===== src/rtl/weight_tile_scheduler.sv =====
// Layer-level scheduler: walks (od pair, id) weight tiles, handshakes with the weight controller and PE arrays.
// Optional watchdog on the wait states is compiled in with `define WEIGHT_SCHED_TIMEOUT_EN.
module weight_tile_scheduler #(
  parameter int unsigned ID_W           = 5,
  parameter int unsigned OD_W           = 8,
  parameter int unsigned CNT_W          = 16,
  parameter int unsigned TIMEOUT_CYCLES = 1024
) (
  input  logic             clk,
  input  logic             reset,
  input  logic             wen_i,
  input  logic [ID_W-1:0]  total_id_i,
  input  logic [OD_W-1:0]  total_od_i,
  input  logic             start_i,
  input  logic             abort_i,
  output logic             busy_o,
  output logic             done_o,
  output logic [OD_W-1:0]  weight_od1_o,
  output logic [OD_W-1:0]  weight_od2_o,
  output logic             od2_valid_o,
  output logic [3:0]       weight_id_o,
  output logic             weight_prepare_o,
  output logic             weight_start_o,
  input  logic             weight_ready_i,
  input  logic             weight_finished_i,
  output logic             pe_valid_o,
  input  logic             pe_ready_i,
  output logic [CNT_W-1:0] tile_count_o,
  output logic             error_o
);

  typedef enum logic [2:0] {
    S_IDLE,
    S_PREP,
    S_WAIT_RDY,
    S_START,
    S_WAIT_FIN,
    S_ISSUE,
    S_DONE
`ifdef WEIGHT_SCHED_TIMEOUT_EN
    , S_ERROR
`endif
  } state_t;

  localparam logic [ID_W-1:0] ID_MAX   = ID_W'(16);
  localparam logic [ID_W-1:0] ID_ONE   = ID_W'(1);
  localparam logic [OD_W-1:0] OD_ONE   = OD_W'(1);
  localparam logic [OD_W-1:0] OD_TWO   = OD_W'(2);
  localparam logic [OD_W:0]   ODX_ONE  = (OD_W+1)'(1);
  localparam logic [OD_W:0]   ODX_TWO  = (OD_W+1)'(2);

  state_t            state, state_d;
  logic [ID_W-1:0]   cfg_id, pass_id, id_cnt;
  logic [OD_W-1:0]   cfg_od, pass_od, od_cnt;
  logic [CNT_W-1:0]  tile_count;
  logic              load_pass, xfer, last_id, last_tile, in_pass, wd_expired;

  // Pass config is snapshotted at start so a same-cycle config write only affects the next pass.
  assign last_id   = (id_cnt == pass_id - ID_ONE);
  assign last_tile = last_id && (({1'b0, od_cnt} + ODX_TWO) >= {1'b0, pass_od});
  assign in_pass   = (state == S_PREP) || (state == S_WAIT_RDY) || (state == S_START) ||
                     (state == S_WAIT_FIN) || (state == S_ISSUE);

`ifdef WEIGHT_SCHED_TIMEOUT_EN
  localparam int unsigned WD_W = $clog2(TIMEOUT_CYCLES + 1);
  logic [WD_W-1:0] wd_cnt;

  always_ff @(posedge clk or negedge reset) begin
    if (!reset) begin
      wd_cnt <= '0;
    end else if (state_d != state) begin
      wd_cnt <= '0;
    end else if ((state == S_WAIT_RDY) || (state == S_WAIT_FIN)) begin
      wd_cnt <= wd_cnt + WD_W'(1);
    end
  end

  assign wd_expired = (wd_cnt == WD_W'(TIMEOUT_CYCLES - 1));
  assign error_o    = (state == S_ERROR);
`else
  assign wd_expired = 1'b0;
  assign error_o    = 1'b0;
`endif

  always_comb begin
    state_d          = state;
    load_pass        = 1'b0;
    xfer             = 1'b0;
    weight_prepare_o = 1'b0;
    weight_start_o   = 1'b0;
    pe_valid_o       = 1'b0;
    done_o           = 1'b0;
    case (state)
      S_IDLE: begin
        if (start_i) begin
          if ((cfg_id == '0) || (cfg_od == '0)) begin
            state_d = S_DONE;
          end else begin
            load_pass = 1'b1;
            state_d   = S_PREP;
          end
        end
      end
      S_PREP: begin
        weight_prepare_o = 1'b1;
        state_d          = S_WAIT_RDY;
      end
      S_WAIT_RDY: begin
        if (weight_ready_i) begin
          state_d = S_START;
        end else if (wd_expired) begin
`ifdef WEIGHT_SCHED_TIMEOUT_EN
          state_d = S_ERROR;
`endif
        end
      end
      S_START: begin
        weight_start_o = 1'b1;
        state_d        = S_WAIT_FIN;
      end
      S_WAIT_FIN: begin
        if (weight_finished_i) begin
          state_d = S_ISSUE;
        end else if (wd_expired) begin
`ifdef WEIGHT_SCHED_TIMEOUT_EN
          state_d = S_ERROR;
`endif
        end
      end
      S_ISSUE: begin
        pe_valid_o = 1'b1;
        if (pe_ready_i) begin
          xfer    = 1'b1;
          state_d = last_tile ? S_DONE : S_PREP;
        end
      end
      S_DONE: begin
        done_o  = 1'b1;
        state_d = S_IDLE;
      end
      default: state_d = state;
    endcase
    if (abort_i && (state != S_IDLE)) begin
      state_d   = S_IDLE;
      xfer      = 1'b0;
    end
  end

  always_ff @(posedge clk or negedge reset) begin
    if (!reset) begin
      state <= S_IDLE;
    end else begin
      state <= state_d;
    end
  end

  always_ff @(posedge clk or negedge reset) begin
    if (!reset) begin
      cfg_id <= '0;
      cfg_od <= '0;
    end else if ((state == S_IDLE) && wen_i) begin
      cfg_id <= (total_id_i > ID_MAX) ? ID_MAX : total_id_i;
      cfg_od <= total_od_i;
    end
  end

  always_ff @(posedge clk or negedge reset) begin
    if (!reset) begin
      pass_id    <= '0;
      pass_od    <= '0;
      id_cnt     <= '0;
      od_cnt     <= '0;
      tile_count <= '0;
    end else begin
      if (load_pass) begin
        pass_id <= cfg_id;
        pass_od <= cfg_od;
        id_cnt  <= '0;
        od_cnt  <= '0;
      end else if (xfer && !last_tile) begin
        if (last_id) begin
          id_cnt <= '0;
          od_cnt <= od_cnt + OD_TWO;
        end else begin
          id_cnt <= id_cnt + ID_ONE;
        end
      end
      if ((state == S_IDLE) && start_i) begin
        tile_count <= '0;
      end else if (xfer) begin
        tile_count <= tile_count + CNT_W'(1);
      end
    end
  end

  assign busy_o       = (state != S_IDLE);
  assign tile_count_o = tile_count;
  assign weight_od1_o = in_pass ? od_cnt : '0;
  assign weight_od2_o = in_pass ? (od_cnt + OD_ONE) : '0;
  assign od2_valid_o  = in_pass && (({1'b0, od_cnt} + ODX_ONE) < {1'b0, pass_od});
  assign weight_id_o  = in_pass ? id_cnt[3:0] : '0;

endmodule


===== config.mk =====
export PLATFORM = sky130hd
export DESIGN_NAME = weight_tile_scheduler
export DESIGN_NICKNAME = d
export VERILOG_FILES = /design/src/rtl/weight_tile_scheduler.sv
export SDC_FILE = /design/constraint.sdc
export NUM_CORES = 1
export LEC_CHECK = 0
export ABC_AREA = 1
export ABC_CLOCK_PERIOD_IN_PS = 2300
export CAP_MARGIN = 20
export CORE_AREA = 5 5 89 91
export CTS_CLUSTER_DIAMETER = 40
export CTS_CLUSTER_SIZE = 20
export DETAILED_ROUTE_END_ITERATION = 12
export DIE_AREA = 0 0 94 96
export GPL_ROUTABILITY_DRIVEN = 0
export PLACE_DENSITY = 0.78
export SKIP_LAST_GASP = 1
export SYNTH_ARGS = -nofsm -noshare
export SYNTH_HDL_FRONTEND = slang
export SYNTH_SLANG_ARGS = --single-unit

===== constraint.sdc =====
create_clock -name clk -period 2.3 [get_ports clk]
set_input_delay 0.46 -clock clk [delete_from_list [all_inputs] [get_ports clk]]
set_output_delay 0.46 -clock clk [all_outputs]
set_load 0.01 [all_outputs]

---- Yosys cells after proc, flatten, opt, wreduce, memory -nomap -nowiden ----
Cells that the tools add are included.
word-level totals
  output and inout bits ................... 43
  bits in registers ....................... 58
operators by class
  eq/ne operators ......................... 11
  magnitude comparators ................... 3
  multiplexer cells ....................... 30
  reduce and logical (&&, ||, !) cells .... 22
  add/sub/neg operators ................... 7
operators by type and width
  operator                                              count
  two-way mux 8 bit                                     5
  two-way mux 16 bit                                    2
  two-way mux 3 bit                                     7
  case mux 3 bit (7 select lines)                       1
  two-way mux 5 bit                                     4
  adder 16 x 1 -> 16 bit (second input constant)        1
  two-way mux 1 bit                                     10
  adder 8 x 1 -> 9 bit (second input constant)          1
  adder 8 x 2 -> 9 bit (second input constant)          1
  equality test 3 bit (second input constant)           3
  >= comparator 9 x 8 -> 1 bit                          1
  less-than comparator 9 x 8 -> 1 bit                   1
  != test 3 x 2 -> 1 bit (second input constant)        3
  adder 8 x 1 -> 8 bit (second input constant)          1
  adder 8 x 2 -> 8 bit (second input constant)          1
  zero test 8 bit                                       1
  nonzero test 8 bit                                    1
  equality test 3 x 2 -> 1 bit (second input constant)  2
  logical AND 1 bit                                     6
  nonzero test 2 bit                                    3
  adder 5 x 1 -> 5 bit (second input constant)          1
  equality test 5 bit                                   1
  > comparator 5 bit (second input constant)            1
  zero test 5 bit                                       1
  10 further kinds                                      14

---- Longest topological paths before layout ----
Gate-level depths: netlist (run 1).
  word-level depth ........................ 7
  gate-level depth with buffers ........... 15
  mapped depth without buffers ............ 15

---- Least setup slack after synthesis (run 1) ----
No wires, ideal clock.
  kind .................................... reg2reg
  from .................................... register od_cnt[1]
  to ...................................... register od_cnt[4]
  clock period less this slack ............ 2129 ps
  required time ........................... 2183 ps
  cell stages (with the launch flop) ...... 16
  setup time .............................. 117 ps
  setup slack ............................. 171 ps
  arrival ................................. 2012 ps
  cell sequence ........................... dfrtp_1 > ha_1 > nand3_1 > nand3b_1 > xnor2_1 > ha_1 > inv_1 > o21ai_0 > nor2_1 > nand2_1 > nand2_1 > nand2_2 > nand2_2 > nand2_4 > nand2_1 > nand2_1
on the way
  longest elaborated chain between the ends .. 7
  elaborated cells on any way between the ends .. 11
RTL lines
  what                           line  text
  from (decl)                    54    logic [OD_W-1:0] cfg_od, pass_od, od_cnt;
  from (signal assigned)         183   od_cnt <= od_cnt + OD_TWO;
  adder 8 x 2 -> 9 bit           60    assign last_tile = last_id && (({1'b0, od_cnt} + ODX_TWO) >= {1'b0, pass_od});
  >= comparator 9 x 8 -> 1 bit   60
  logical AND 1 bit              60
  zero test 1 bit                180   end else if (xfer && !last_tile) begin
  logical AND 1 bit              180
  nonzero test 2 bit (no line)   --
  AND reduction 2 bit (no line)  --
Parallel ways exist; a longest one is shown, timed or not. The select of a mux whose other input is x is not followed.
A chain may end at the register's enable or synchronous reset.

---- Final worst setup path (run 1) ----
  from .................................... register od_cnt[5]
  to ...................................... register od_cnt[7]
Same word-level chain as after synthesis.

==> out/results.ini, run 1 <==
[die]
core_sq_um = 7060
pin_count = 64
initial_core_util_pct = 51.0
die-area_sq_um = 9020
dieWidth_um = 94
die_h_um = 96
rows = 31

[sta]
fin_ws_ns = -0.0421
max_freq_ghz = 0.427
min_period_ns = 2.34
rsz0062_at_grt = yes
fin_skew_ns = 0.0137
final_max_slew_viol_count = 0
finalSetupViolCount = 8
period_share_pct = 102
finalHoldViolCount = 0

[logic_synthesis]
yosys-top-cells-count = 136 x nand2_1, 85 x inv_1, 57 x dfrtp_1
synth_edf_count = 0
async_flop_share_pct = 100
synth.distinct_cells = 37
synth-seq-cells = 57
ys.warnings.count = 0
synth_most_common_cell = nand2_1
synth_cells = 495
synth_area_per_cell_sq_um = 7.27
synth_top_cell_by_area = dfrtp_1
syn_area_sq_um = 3600
synth.area.top_cells = dfrtp_1 40%, nand2_1 14%, inv_1 8.9%
synth_ff_type = dfrtp_1
synth_seq_area_share_pct = 39.6
synth_top_area_share_pct = 39.6

[min_path]
hold_class = in2async

[pwr]
swShare_pct = 41.1
p_int_w = 0.00259
p_per_area_nw_per_um2 = 913
p_sw_w = 0.00181
combPwrFrac_pct = 44.6
clockPowerShare_pct = 21.7
p_leak_nw = 2.60
power.share.sequential_pct = 33.7
vdd_drop_max_mv = 0.545

[worst_setup_path]
timing.rr.start = od_cnt[5]$_DFFE_PN0P_
path_max_fanout = 7
reg2reg_setup_slack_ns = -0.04
cp_data_arrival_time_ns = 2.56
r2r_end = od_cnt[7]$_DFFE_PN0P_
rr_worst_depth = 14
required_ns = 2.52
critPathKind = reg2reg
start_kind = flop
endpoint_kind = flop

[drt]
post_drt_via_cell_ratio = 5.05
drt_iter0_drc = 240
wl_per_cell_um = 13.1
vias = 3462
ant_nets = 0
drc = 0
drtPass1Iterations = 6
drt-total-wl_um = 8950

[final_layout]
fin_util_pct = 68.3
final_cells = 686
nNetsFinal = 622
layout-drive-gt1-share_pct = 17.2
diodes = 0
area_growth_pct = 34.0

[global_routing]
grt_max_degree = 58
grt_pass1_vias = 3407
antenna_found_initial = 0
grt_pass1_wl_um = 14900
gr-usage-all-layers_pct = 20.8
grt-ovfl-total = 0

[cts]
postCtsHoldBufs = 0
numClockSinks = 57
cts_tree = yes
clockBufferDepth = 2
clk_latency_ns = 0.33
htreeDepth = 3
clkSlewWorstSetupHoldPaths_ns = 0.07
numCtsBuffers = 9
clockRootBuffer = clkbuf_8

[run_status]
violations = setup timing
outcome = finished, violations left

[placed_design]
hpwl_um = 6410
port_buffers = 61
dp.cells = 661

[run]
drv_cap = 0

==> routing by layer <==
metal / vias up / GRT usage (%) / wire length [um]
met5: - / 0 / 0
met4: 0 / 7.58 / 222
met3: 24 / 3.99 / 555
met2: 108 / 38.0 / 4440
met1: 1599 / 24.4 / 3740
li1: 1731 / - / -
==> final cells by class <==
cell class | count | area [sq um]
clock buffers | 12 | 155
clock inverters | 3 | 40.0
fillers | 579 | 2240
inverters | 91 | 347
multi-input cells | 335 | 1910
flip-flops and latches | 57 | 1430
well taps | 99 | 124
repair buffers | 89 | 813
==> layout by cell type, fill, tap and decap left out, drive strengths merged, types with 3 or more instances in the layout <==
cell / n
xnor2: 5
nor2: 32
nand3: 31
xor2: 8
a21oi: 14
buf: 30
ha: 18
o21ai: 43
clkdlybuf4s50: 39
nand4: 7
nand2: 143
nor3: 16
dfrtp: 57
nand3b: 4
clkinv: 3
dlygate4sd2: 18
inv: 90
clkbuf: 13
==> kinds of logic after synthesis <==
group | synth area share [%]
other | 0.104
AOI/OAI and AO/OA | 9.14
xor gates and xnor gates | 3.16
DFF | 39.6
buffers and inverters | 11.5
and+or+nand+nor | 30.2
adders and majority gates | 6.26
==> how the worst max path moves through the flow <==
stage,startpoint,to,slack [ns],cells after the start
after floorplan,od_cnt[1]$_DFFE_PN0P_,od_cnt[4]$_DFFE_PN0P_,0.17,15
after global placement,pass_od[6]$_DFFE_PN0P_,od2_valid_o,0.04,7
after detailed placement,od_cnt[2]$_DFFE_PN0P_,id_cnt[2]$_DFFE_PN0P_,-0.06,14
after CTS,pass_od[4]$_DFFE_PN0P_,od2_valid_o,-0.05,8
after global routing,od_cnt[5]$_DFFE_PN0P_,od_cnt[7]$_DFFE_PN0P_,-0.11,14
final,od_cnt[5]$_DFFE_PN0P_,od_cnt[7]$_DFFE_PN0P_,-0.04,14
==> metrics by stage <==
| stage | setup TNS [ns] | power, W | setup slack (ns) | area (sq um) | hold WS [ns] |
|---|---|---|---|---|---|
| floorplan | 0 | 0.00264 | 0.171 | 3600 | 0.164 |
| global placement | 0 | 0.00319 | 0.0432 | 4420 | 0.466 |
| detailed placement | -0.437 | 0.00327 | -0.0644 | 4420 | 0.473 |
| CTS | -0.0538 | 0.00431 | -0.0538 | 4690 | 0.130 |
| global route | -1.03 | 0.00475 | -0.109 | 4820 | 0.149 |
| finish | -0.181 | 0.00440 | -0.0421 | 4820 | 0.115 |
==> what timing repair did <==
action / 4_1_cts / 5_1_grt
gates resized for setup: 37 / 36
pin swaps: 9 / 14
gates cloned: 1 / 0
setup buffers: 4 / 5
setup endpoints to repair: 30 / 24
==> power by group through the flow <==
stage / registers, W / logic (W) / clock network (W)
3_5_place_dp: 0.00148 / 0.00179 / 0
2_1_floorplan: 0.00143 / 0.00121 / 0
5_1_grt: 0.00152 / 0.00222 / 0.00101
4_1_cts: 0.00147 / 0.00188 / 0.000958
3_3_place_gp: 0.00146 / 0.00173 / 0
6_report: 0.00148 / 0.00196 / 0.000955
==> registers in the layout, indices dropped and copies added, names as in the netlist <==
name / cells
cfg_id: 5
cfg_od: 8
id_cnt: 5
od_cnt: 7
pass_id: 5
pass_od: 8
state: 3
tile_count_o: 16
==> worst max-delay path, stage by stage (launching register included) <==
cell,delay (ns)
dfrtp_1,0.47
nand2_1,0.14
nor2_2,0.13
xor2_1,0.25
ha_1,0.31
a21oi_2,0.16
o21ai_1,0.08
nor2_1,0.13
nand2_2,0.11
nand2_4,0.08
nand2_4,0.07
nand2_8,0.09
nand2_8,0.08
nand2_1,0.08
nand2_1,0.05
(Power assumes the default switching activity.)
==> run 2: changes to the inputs <==
--- a/config.mk
+++ b/config.mk
@@ -14,6 +14,7 @@
 export DETAILED_ROUTE_END_ITERATION = 12
 export DIE_AREA = 0 0 94 96
 export GPL_ROUTABILITY_DRIVEN = 0
+export GPL_TIMING_DRIVEN = 0
 export PLACE_DENSITY = 0.78
 export SKIP_LAST_GASP = 1
 export SYNTH_ARGS = -nofsm -noshare
==> out/results.ini, run 2 (same netlist as run 1, synthesis figures left out) <==
[die]
dieWidth_um = 94  ; unchanged
initial_core_util_pct = 51.0  ; unchanged
core_sq_um = 7060  ; unchanged
rows = 31  ; unchanged
die-area_sq_um = 9020  ; unchanged
pin_count = 64  ; unchanged
die_h_um = 96  ; unchanged

[worst_setup_path]
critPathSlowestCell = dfrtp_2  ; was dfrtp_1
timing.rr.start = od_cnt[2]$_DFFE_PN0P_  ; was od_cnt[5]$_DFFE_PN0P_
crit_start = od_cnt[2]$_DFFE_PN0P_  ; was od_cnt[5]$_DFFE_PN0P_
reg2reg_setup_slack_ns = -0.12  ; was -0.04 ns
required_ns = 2.52  ; about the same
critPathKind = reg2reg  ; unchanged
max_stage_delay_ns = 0.45  ; was 0.47 ns
start_kind = flop  ; unchanged
crit_family = simple AND/OR/NAND/NOR gates  ; unchanged
endpoint_kind = flop  ; unchanged
crit_chain = ha_4 > nand3_4 > nand3b_1 > xnor2_2 > ha_1 > inv_2 > o21ai_2 > nor2_1 > nand2_2 > nand2_2 > nand2_4 > nand2_8 > nand2_8 > nand2_2 > nand2_1  ; was nand2_1 > nor2_2 > xor2_1 > ha_1 > a21oi_2 > o21ai_1 > nor2_1 > nand2_2 > nand2_4 > nand2_4 > nand2_8 > nand2_8 > nand2_1 > nand2_1
path_max_fanout = 7  ; unchanged
cp_common_cell = nand2_2  ; was nand2_1
cp_data_arrival_time_ns = 2.64  ; was 2.56 ns
crit_buf_inv = 1  ; was 0

[pwr]
swShare_pct = 40.5  ; was 41.1%
clockPowerShare_pct = 23.6  ; was 21.7%
vdd_drop_max_mv = 0.577  ; was 0.545 mV
p_sw_w = 0.00175  ; was 0.00181 W
p_per_area_nw_per_um2 = 891  ; was 913 nW/um^2
combPwrFrac_pct = 42.9  ; was 44.6%
p_int_w = 0.00258  ; was 0.00259 W
p_leak_nw = 2.57  ; was 2.60 nW
power.share.sequential_pct = 33.6  ; was 33.7%

[sta]
whs_ns = 0.0732  ; was 0.115 ns
fin_skew_ns = 0.0133  ; was 0.0137 ns
rsz0062_at_grt = yes  ; unchanged
fin_ws_ns = -0.123  ; was -0.0421 ns
period_share_pct = 105  ; was 102%
min_period_ns = 2.42  ; was 2.34 ns
final_max_slew_viol_count = 0  ; unchanged
finalSetupViolCount = 14  ; was 8
max_freq_ghz = 0.413  ; was 0.427 GHz
finalHoldViolCount = 0  ; unchanged

[final_layout]
area_growth_pct = 35.0  ; was 34.0%
seqCellArea_sq_um = 1430  ; about the same
layout-drive-gt1-share_pct = 17.8  ; was 17.2%
mostFrequentLayoutCells = 124 x nand2_1, 82 x inv_1, 51 x dfrtp_1  ; was 125 x nand2_1, 81 x inv_1, 53 x dfrtp_1
largest_reg_flops = 16  ; unchanged
multiInputGateArea_sq_um = 1920  ; was 1910 sq um
finish.instance_area_sq_um = 4860  ; was 4820 sq um
nNetsFinal = 628  ; was 622
fillerInstances = 567  ; was 579
diodes = 0  ; unchanged
final_common_cell = nand2_1  ; unchanged

[global_routing]
grt-ovfl-total = 0  ; unchanged
grt_pass1_vias = 3399  ; was 3407
antenna_found_initial = 0  ; unchanged
gr-usage-all-layers_pct = 20.6  ; was 20.8%
grt_pass1_wl_um = 14800  ; was 14900 um
grt_max_degree = 39  ; was 58

[cts]
htreeDepth = 3  ; unchanged
clockRootBuffer = clkbuf_8  ; unchanged
clkSlewWorstSetupHoldPaths_ns = 0.07  ; about the same
numClockSinks = 57  ; unchanged
clockBufferDepth = 2  ; unchanged
numCtsBuffers = 9  ; unchanged
clk_latency_ns = 0.34  ; was 0.33 ns
cts_tree = yes  ; unchanged
postCtsHoldBufs = 0  ; unchanged

[run]
drv_cap = 0  ; unchanged

[drt]
ant_nets = 0  ; unchanged
drt-total-wl_um = 9280  ; was 8950 um
wl_per_cell_um = 13.4  ; was 13.1 um
post_drt_via_cell_ratio = 5.12  ; was 5.05
drt_iter0_drc = 244  ; was 240
vias = 3545  ; was 3462
drtPass1Iterations = 5  ; was 6
drc = 0  ; unchanged

[placed_design]
hpwl_um = 6470  ; was 6410 um
place_area_sq_um = 4350  ; was 4420 sq um
port_buffers = 61  ; unchanged

[run_status]
violations = setup timing  ; unchanged
outcome = finished, violations left  ; unchanged

[min_path]
hold_class = in2async  ; unchanged

-- run 2: metrics by stage --
stage / util (%) / worst slack (ns) / setup TNS (ns) / std cells / power [W]
CTS: 66.3 / -0.0266 / -0.0266 / 685 / 0.00427
global route: 68.8 / -0.223 / -3.84 / 693 / 0.00470
detailed placement: 61.6 / -0.242 / -4.02 / 657 / 0.00321
floorplan: - / 0.171 / 0 / 496 / 0.00264
global placement: 61.4 / -0.983 / -58.86 / 656 / 0.00313
finish: 68.8 / -0.123 / -0.938 / 693 / 0.00433
-- run 2: final timing paths --
check | endpoint | depth (start not counted)
max | od_cnt[7]$_DFFE_PN0P_ | 15
min | id_cnt[0]$_DFFE_PN0P_ | 1
max reg2reg | od_cnt[7]$_DFFE_PN0P_ | 15
min reg2reg | pass_od[0]$_DFFE_PN0P_ | 2
max in group asynchronous | od_cnt[6]$_DFFE_PN0P_ | 2
min in group clk | pass_od[0]$_DFFE_PN0P_ | 2
-- run 2: area by class of cell --
cell class | instances | area share [%]
inverter | 91 | 7.13
timing repair buffer | 82 | 15.5
buffer | 14 | 1.49
sequential | 57 | 29.5
clock inverter | 6 | 1.70
multi-input combinational | 334 | 39.5
clock buffer | 10 | 2.63
tap | 99 | 2.55
-- run 2: what timing repair did --
item | 4_1_cts | 5_1_grt
gates cloned | 0 | 0
pin swaps | 4 | 16
resized for setup | 43 | 29
setup buffers | 12 | 8
endpoints found under the setup margin | 35 | 31
-- run 2: per-layer routing --
layer	share of wire, %	GRT usage [%]	up-vias	routed length, um
met1	40	24.3	1649	3710
met4	2.7	10.7	0	253
met3	5.8	4.22	27	537
met5	0	0	-	0
met2	52	35.5	128	4790
li1	-	-	1741	-
-- run 2: power groups by stage --
stage | clock (W) | combinational [W] | sequential [W]
2_1_floorplan | 0 | 0.00121 | 0.00143
3_3_place_gp | 0 | 0.00168 | 0.00145
3_5_place_dp | 0 | 0.00174 | 0.00147
5_1_grt | 0.00108 | 0.00212 | 0.00149
4_1_cts | 0.00102 | 0.00179 | 0.00145
6_report | 0.00102 | 0.00186 | 0.00145
